==> src/rtl/step_scheduler_if.sv <==
// Requester/counter-side signal bundle for step_scheduler.
// master = requesters plus counter observer, slave = the scheduler.
interface step_scheduler_if #(
   parameter int unsigned POS_W = 2
) ();
   logic             req_a;
   logic [POS_W-1:0] tgt_a;
   logic             ack_a;
   logic             req_b;
   logic [POS_W-1:0] tgt_b;
   logic             ack_b;
   logic             step_out;
   logic [POS_W-1:0] pos;
   logic             busy;

   modport master (
      output req_a, tgt_a, req_b, tgt_b,
      input  ack_a, ack_b, step_out, pos, busy
   );

   modport slave (
      input  req_a, tgt_a, req_b, tgt_b,
      output ack_a, ack_b, step_out, pos, busy
   );
endinterface

==> src/rtl/step_scheduler.sv <==
// Round-robin arbiter that walks a shared modulo counter forward to each requester's target.
// Optional FB_CHECK_EN adds fb_pos/fb_err to compare the counter's real state against pos.
module step_scheduler #(
   parameter int unsigned POS_W = 2,
   parameter int unsigned GAP   = 3
) (
   input  logic             clk,
   input  logic             rst,
`ifdef FB_CHECK_EN
   input  logic [POS_W-1:0] fb_pos,
   output logic             fb_err,
`endif
   step_scheduler_if.slave  bus
);

   localparam int unsigned   GW      = (GAP > 1) ? $clog2(GAP) : 1;
   localparam logic [GW-1:0] GapLoad = (GAP > 0) ? GW'(GAP - 1) : '0;

   typedef enum logic [1:0] {StIdle, StStep, StWait, StDone} state_e;

   state_e           state_q, state_d;
   logic [POS_W-1:0] pos_q, pos_d;
   logic [POS_W-1:0] tgt_q, tgt_d;
   logic [GW-1:0]    gap_q, gap_d;
   logic             owner_q, owner_d;   // 0 = A, 1 = B
   logic             last_q, last_d;
   logic             step_q, ack_a_q, ack_b_q, busy_q;
   logic             blocked;
   logic             grant_a, grant_b;

`ifdef FB_CHECK_EN
   logic fb_err_q, fb_err_d;

   assign blocked = fb_err_q;
   assign fb_err  = fb_err_q;

   always_comb begin
      fb_err_d = fb_err_q;
      if ((state_q == StIdle || state_q == StDone) && fb_pos != pos_q) begin
         fb_err_d = 1'b1;
      end
   end
`else
   assign blocked = 1'b0;
`endif

   // On a tie the requester not served last wins.
   assign grant_b = bus.req_b & (~bus.req_a | ~last_q);
   assign grant_a = bus.req_a & ~grant_b;

   always_comb begin
      state_d = state_q;
      pos_d   = pos_q;
      tgt_d   = tgt_q;
      gap_d   = gap_q;
      owner_d = owner_q;
      last_d  = last_q;
      unique case (state_q)
         StIdle: begin
            if (!blocked && (grant_a || grant_b)) begin
               owner_d = grant_b;
               tgt_d   = grant_b ? bus.tgt_b : bus.tgt_a;
               state_d = (tgt_d == pos_q) ? StDone : StStep;
            end
         end
         StStep: begin
            pos_d = pos_q + 1'b1;
            if (pos_d == tgt_q) begin
               state_d = StDone;
            end else if (GAP > 0) begin
               state_d = StWait;
               gap_d   = GapLoad;
            end else begin
               state_d = StStep;
            end
         end
         StWait: begin
            if (gap_q == '0) begin
               state_d = StStep;
            end else begin
               gap_d = gap_q - 1'b1;
            end
         end
         StDone: begin
            last_d  = owner_q;
            state_d = StIdle;
         end
         default: state_d = StIdle;
      endcase
   end

   always_ff @(posedge clk or posedge rst) begin
      if (rst) begin
         state_q <= StIdle;
         pos_q   <= '0;
         tgt_q   <= '0;
         gap_q   <= '0;
         owner_q <= 1'b0;
         last_q  <= 1'b1;
         step_q  <= 1'b0;
         ack_a_q <= 1'b0;
         ack_b_q <= 1'b0;
         busy_q  <= 1'b0;
      end else begin
         state_q <= state_d;
         pos_q   <= pos_d;
         tgt_q   <= tgt_d;
         gap_q   <= gap_d;
         owner_q <= owner_d;
         last_q  <= last_d;
         // Outputs are decoded from the next state so they line up with it.
         step_q  <= (state_d == StStep);
         ack_a_q <= (state_d == StDone) && !owner_d;
         ack_b_q <= (state_d == StDone) && owner_d;
         busy_q  <= (state_d != StIdle);
      end
   end

`ifdef FB_CHECK_EN
   always_ff @(posedge clk or posedge rst) begin
      if (rst) begin
         fb_err_q <= 1'b0;
      end else begin
         fb_err_q <= fb_err_d;
      end
   end
`endif

   assign bus.step_out = step_q;
   assign bus.ack_a    = ack_a_q;
   assign bus.ack_b    = ack_b_q;
   assign bus.busy     = busy_q;
   assign bus.pos      = pos_q;

endmodule

==> src/flat_wrapper.sv <==
// flat-port wrapper written by rule: the top's interface ports become plain ports
module step_scheduler_flat 
#(
   parameter int unsigned POS_W = 2,
   parameter int unsigned GAP   = 3
)
  (clk, rst, bus_req_a, bus_tgt_a, bus_req_b, bus_tgt_b, bus_ack_a, bus_ack_b, bus_step_out, bus_pos, bus_busy);
  step_scheduler_if #(.POS_W(POS_W)) bus_i ();
  input  logic clk;
  input  logic rst;
  input wire logic [$bits(bus_i.req_a)-1:0] bus_req_a;
  input wire logic [$bits(bus_i.tgt_a)-1:0] bus_tgt_a;
  input wire logic [$bits(bus_i.req_b)-1:0] bus_req_b;
  input wire logic [$bits(bus_i.tgt_b)-1:0] bus_tgt_b;
  output wire logic [$bits(bus_i.ack_a)-1:0] bus_ack_a;
  output wire logic [$bits(bus_i.ack_b)-1:0] bus_ack_b;
  output wire logic [$bits(bus_i.step_out)-1:0] bus_step_out;
  output wire logic [$bits(bus_i.pos)-1:0] bus_pos;
  output wire logic [$bits(bus_i.busy)-1:0] bus_busy;
  assign bus_i.req_a = bus_req_a;
  assign bus_i.tgt_a = bus_tgt_a;
  assign bus_i.req_b = bus_req_b;
  assign bus_i.tgt_b = bus_tgt_b;
  assign bus_ack_a = bus_i.ack_a;
  assign bus_ack_b = bus_i.ack_b;
  assign bus_step_out = bus_i.step_out;
  assign bus_pos = bus_i.pos;
  assign bus_busy = bus_i.busy;
  step_scheduler #(.POS_W(POS_W), .GAP(GAP)) u_core (.clk(clk), .rst(rst), .bus(bus_i));
endmodule
==> config.mk <==
export PLATFORM = sky130hd
export DESIGN_NAME = step_scheduler_flat
export DESIGN_NICKNAME = d
export VERILOG_FILES = /design/src/rtl/step_scheduler_if.sv /design/src/rtl/step_scheduler.sv /design/src/flat_wrapper.sv
export SDC_FILE = /design/constraint.sdc
export NUM_CORES = 1
export LEC_CHECK = 0
export CAP_MARGIN = 20
export CORE_MARGIN = 8
export CORE_UTILIZATION = 54
export CTS_BUF_LIST = sky130_fd_sc_hd__clkbuf_8
export DETAILED_ROUTE_END_ITERATION = 8
export GPL_TIMING_DRIVEN = 0
export PLACE_DENSITY = 0.81
export REMOVE_ABC_BUFFERS = 1
export SKIP_CTS_REPAIR_TIMING = 1
export SYNTH_ARGS = -nofsm -noshare
export SYNTH_HDL_FRONTEND = slang
export SYNTH_SLANG_ARGS = --single-unit
==> constraint.sdc <==
create_clock -name clk -period 2.1 [get_ports clk]
set_clock_uncertainty 0.05 [all_clocks]
set_input_delay 0.525 -clock clk [delete_from_list [all_inputs] [get_ports clk]]
set_output_delay 0.525 -clock clk [all_outputs]
set_load 0.05 [all_outputs]
Yosys cells after proc, flatten, opt, wreduce, memory -nomap -nowiden --
Cells that the tools add are included.
Word-level totals: bits in registers 14, input bits 8, output and inout port bits 6
Operators by class: $add $sub $neg 2, equal/unequal tests 9, mux-type cells 11, bitwise logic cells 6, reduce and logical (&&, ||, !) cells 10
Operators by type and width (number):
- two-way mux 2 bit | 6
- one-hot mux 2 bit (4 select lines) | 1
- equality test 2 bit (second input constant) | 3
- equality test 2 x 1 -> 1 bit (second input constant) | 2
- equality test 2 bit | 2
- logical NOT 2 bit | 2
- != test 2 bit (second input constant) | 2
- one-hot mux 2 bit (2 select lines) | 1
- nonzero test 2 bit | 2
- two-way mux 1 bit | 3
- NOT 1 bit | 3
- AND reduction 3 bit | 1
- adder 2 x 1 -> 2 bit (second input constant) | 1
- AND 1 bit | 2
- logical AND 1 bit | 2
- AND reduction 2 bit | 1
- subtractor 2 x 1 -> 2 bit (second input constant) | 1
- logical NOT 1 bit | 1
- logical OR 1 bit | 1
- bitwise OR 1 bit | 1

Longest topological paths before layout --
word-level depth 10, gate-level depth with buffers 8, mapped depth without buffers 8

Worst setup path after synthesis --
OpenSTA, ideal clock, no wires.
path type register to register, start register u_core.pos_q[0] (netlist: u_core.bus.pos[0]), end register u_core.gap_q[0], library setup time 0.125 ns, arrival time 1.592 ns, data required time 1.925 ns, slack 0.334 ns, stages on the path, launching flop included 7, buffers on the path 1, clock period less this slack 1.766 ns, cells stage by stage dfrtp_1 buf_2 nand3b_1 mux2_4 nand2_1 nor3b_1 mux2_2
On the way: word-level cells in the longest chain between the ends 4
Ends and longest elaborated chain:
- start: declaration | line step_scheduler.sv:22 | logic [POS_W-1:0] pos_q, pos_d;
- start signal: assignment | line step_scheduler.sv:106 | pos_q <= pos_d;
- adder 2 x 1 -> 2 bit | line step_scheduler.sv:67 | pos_d = pos_q + 1'b1;
- equality test 2 bit | line step_scheduler.sv:68 | if (pos_d == tgt_q) begin
- != test 2 bit (no source line)
- AND reduction 3 bit (no source line)
- end signal: assignment | line step_scheduler.sv:108 | gap_q <= gap_d;
- end: declaration | line step_scheduler.sv:24 | logic [GW-1:0] gap_q, gap_d;
Every way passes these cells. A chain may end at the register's enable or synchronous reset.

Final worst setup path --
start input port bus_req_a, end register u_core.step_q (netlist: u_core.bus.step_out)
On the way: word-level cells in the longest chain between the ends 9, elaborated cells on any way between the ends 12, classes of those cells 2 x eq/ne; 4 x mux; 5 x bitwise; 1 x reduce/logical
Ends and longest elaborated chain:
- start: declaration | line flat_wrapper.sv:11 | input wire logic [$bits(bus_i.req_a)-1:0] bus_req_a;
- NOT 1 bit | line step_scheduler.sv:48 | assign grant_b = bus.req_b & (~bus.req_a | ~last_q);
- bitwise OR 1 bit | line step_scheduler.sv:48
- AND 1 bit | line step_scheduler.sv:48
- two-way mux 2 bit or NOT 1 bit (tied branches) | line step_scheduler.sv:62, step_scheduler.sv:49
- equality test 2 bit or AND 1 bit (tied branches) | line step_scheduler.sv:63, step_scheduler.sv:49
- two-way mux 2 bit or logical OR 1 bit (tied branches) | line step_scheduler.sv:63, step_scheduler.sv:60
- two-way mux 2 bit (*) | line step_scheduler.sv:60 | if (!blocked && (grant_a || grant_b)) begin
- one-hot mux 2 bit (4 select lines) (*) | line step_scheduler.sv:58 | unique case (state_q)
- via u_core.state_d[1] | line step_scheduler.sv:21 | state_e state_q, state_d;
- equality test 2 x 1 -> 1 bit (*) | line step_scheduler.sv:112 | step_q <= (state_d == StStep);
- end signal: assignment | line step_scheduler.sv:112
- end: declaration | line step_scheduler.sv:27 | logic step_q, ack_a_q, ack_b_q, busy_q;
Mark *: on every way through the listed nets, which the timed path passes. The rest lies on a longest branch.

==> reports/results.ini <==
[run_status]
status=finished clean

[setup_path]
crit_required_ps=2220
critical_path.top_delay_family=multiplexers
regToRegSetupSlack_ps=330
timing.rr.end=u_core.gap_q[0]
cp_max_fo=8
worstSetupEndpointType=flip-flop
reg2reg_depth=7
crit_arrival_ps=2130
path_cells=clkdlybuf4s50_1 > a21boi_2 > mux2i_1 > mux2_4 > nand2_4 > inv_4 > nor2_2
cp_num_buf_inv=2
critical_path.slowest_cell=clkdlybuf4s50_1
slowest_delay_ps=540
reg2reg_from=u_core.state_q[1]
crit_type=input port to flip-flop
start_kind=input port

[placement]
dp_hpwl_mm=1.20
post-place-ws_ps=-145
place_congestion=0.786
port_buffers=13
postPlaceCellArea_um2=982

[clock_tree]
cts_buffers=3
cts_tree=built
clk_pin_slew_ps=50
cts-root-buf=clkbuf_8
cts.sinks=14
htree_levels=1
clk_latency_ps=240
clk_path_buf_depth=2

[final_layout]
antenna_cells=0
layout-drive-gt1-share_pct=21.5
fin_area_um2=1040
area_growth_syn_to_layout_pct=24.8
final_nets=108

[routing]
ant_nets=0
finalWirelength_mm=1.57
via_per_inst=5.35
drcViolationCount=0
wl_per_cell_um=14.4
first_iter_violations=4
vias=583
drt_pass1_iterations=3

[global_routing]
grt_pass1_vias=639
grtUsageTotal_pct=10.9
grt-ovfl-total=0
grt_start_max_net_pins=15
grt_pass1_wl_mm=2.84
antenna_found_initial=0

[sta]
fin_crit_ps=2010
hold_viol_final=0
period_share_pct=95.8
setup_viol_count_final=0
relSlewSlack_pct=64.4
fmax_mhz=497
fin_ws_ps=88.6
worst_pin_slew_ps=533
hold-worst-slack_ps=469
slew_violations=0
rsz0062_at_grt=no

[pwr]
power_density_nw_per_um2=1770
max-vdd-ir-drop_uv=1040
leakage_nw=0.486

[min_path]
min_to=u_core.last_q
hold_path_class=flip-flop to flip-flop
whs_path_depth=1
hp-start=u_core.owner_q

[synthesis]
synthCells=77
synth_cell_types=34
synth_seq_cells=14
synth_area_um2=837
ys_seq_area_share_pct=42.0
avgSynthCellArea_um2=10.9
yosysWarnings=0

[run]
cap_viol_max_count=0

[floorplanning]
start_util_pct=56.9
fp.dieW_um=55.4
row_count=14
ios=14
design.die.area_um2=3070
core_um2=1470
die-height_um=55.4

[final cells by class]
cell class	instances	area, um2
flip-flops and latches	14	352
well taps	16	20.0
inverters	8	32.5
repair buffers	13	138
fillers	109	427
clock buffers	4	55.1
multi-input cells	54	448
[metrics by stage]
step                utilization (%)  std cells  setup TNS [ps]  total power (W)
global placement               66.8        105            -718          0.00155
detailed placement             66.8        105            -653          0.00159
finish                         71.0        109               0          0.00185
CTS                            70.5        109           -83.2          0.00186
global route                   71.0        109               0          0.00198
floorplan                         -         76               0          0.00134
[power by group]
part / internal (W) / switching (W) / leakage, nW / total [W]
clock: 0.000166 / 0.0000956 / 0.0288 / 0.000261
sequential: 0.000408 / 0.000107 / 0.166 / 0.000514
combinational: 0.000439 / 0.000630 / 0.291 / 0.00107
total: 0.00101 / 0.000832 / 0.486 / 0.00184
[worst max-delay path by stage]
stage | from | to | cells past startpoint
6_report | bus_req_a | u_core.bus.step_out | 7
5_1_grt | bus_req_a | u_core.bus.step_out | 7
4_1_cts | u_core.bus.pos[0] | bus_pos[0] | 1
3_3_place_gp | bus_req_b | u_core.bus.step_out | 7
3_5_place_dp | bus_req_b | u_core.bus.step_out | 7
2_1_floorplan | u_core.bus.pos[1] | u_core.gap_q[0] | 5
[flip-flops by register name, summed over array words and instances (netlist names)]
signal               cells
u_core.gap_q             2
u_core.owner_q           1
u_core.bus.pos           2
u_core.last_q            1
u_core.tgt_q             2
u_core.bus.ack_a         1
u_core.bus.busy          1
u_core.bus.step_out      1
u_core.bus.ack_b         1
u_core.state_q           2
[cell families after synthesis]
logic type	share of synthesized area [%]
mux	7.47
compound gates	15.5
flops	42.0
fa+ha+maj	8.97
xor+xnor	5.23
buf+inv	4.48
simple gates	16.3
[Yosys cell counts]
| master | number | area, um2 |
|---|---|---|
| nor3b_2 | 1 | 12.5 |
| nor2_2 | 1 | 6.26 |
| a31oi_4 | 1 | 21.3 |
| a311oi_1 | 1 | 8.76 |
| nor3_2 | 1 | 10.0 |
| a32oi_1 | 1 | 8.76 |
| a22oi_2 | 1 | 12.5 |
| a31oi_1 | 1 | 6.26 |
| nand3_1 | 1 | 5.00 |
| mux2_4 | 2 | 30.0 |
| nand2_4 | 1 | 11.3 |
| dfrtp_1 | 13 | 325 |
| dfstp_2 | 1 | 26.3 |
| or3b_4 | 1 | 11.3 |
| a21boi_2 | 1 | 11.3 |
| nand2b_1 | 1 | 6.26 |
| o21ai_2 | 1 | 8.76 |
| a21oi_1 | 5 | 25.0 |
| nand3b_1 | 3 | 22.5 |
| nand2_1 | 7 | 26.3 |
| xnor2_1 | 4 | 35.0 |
| ha_1 | 6 | 75.1 |
| a21o_1 | 1 | 7.51 |
| mux2i_1 | 1 | 10.0 |
| buf_2 | 1 | 5.00 |
| inv_4 | 1 | 6.26 |
| xor2_1 | 1 | 8.76 |
| or2_2 | 1 | 6.26 |
| inv_1 | 7 | 26.3 |
| a22oi_1 | 1 | 7.51 |
| o22ai_1 | 2 | 12.5 |
| nor3b_1 | 1 | 7.51 |
| nor2_1 | 3 | 11.3 |
| mux2_2 | 2 | 22.5 |
[layout by cell type, fill, tap and decap left out, drive strengths merged, types with 2 or more instances in the layout]
cell type      count
a22oi              2
clkdlybuf4s50     10
nand2              8
mux2               4
inv                8
xnor2              4
a21oi              5
dlymetal6s2s       3
o22ai              2
a31oi              2
nor2               4
nor3b              2
clkbuf             4
ha                 6
dfrtp             13
nand3b             3
[per-layer routing]
layer	up-vias	wire, um	track usage, %
li1	301	-	-
met1	272	752	12.8
met2	8	768	18.3
met3	2	43	3.42
met4	0	7	3.17
met5	-	0	0
(Power assumes the default switching activity.)
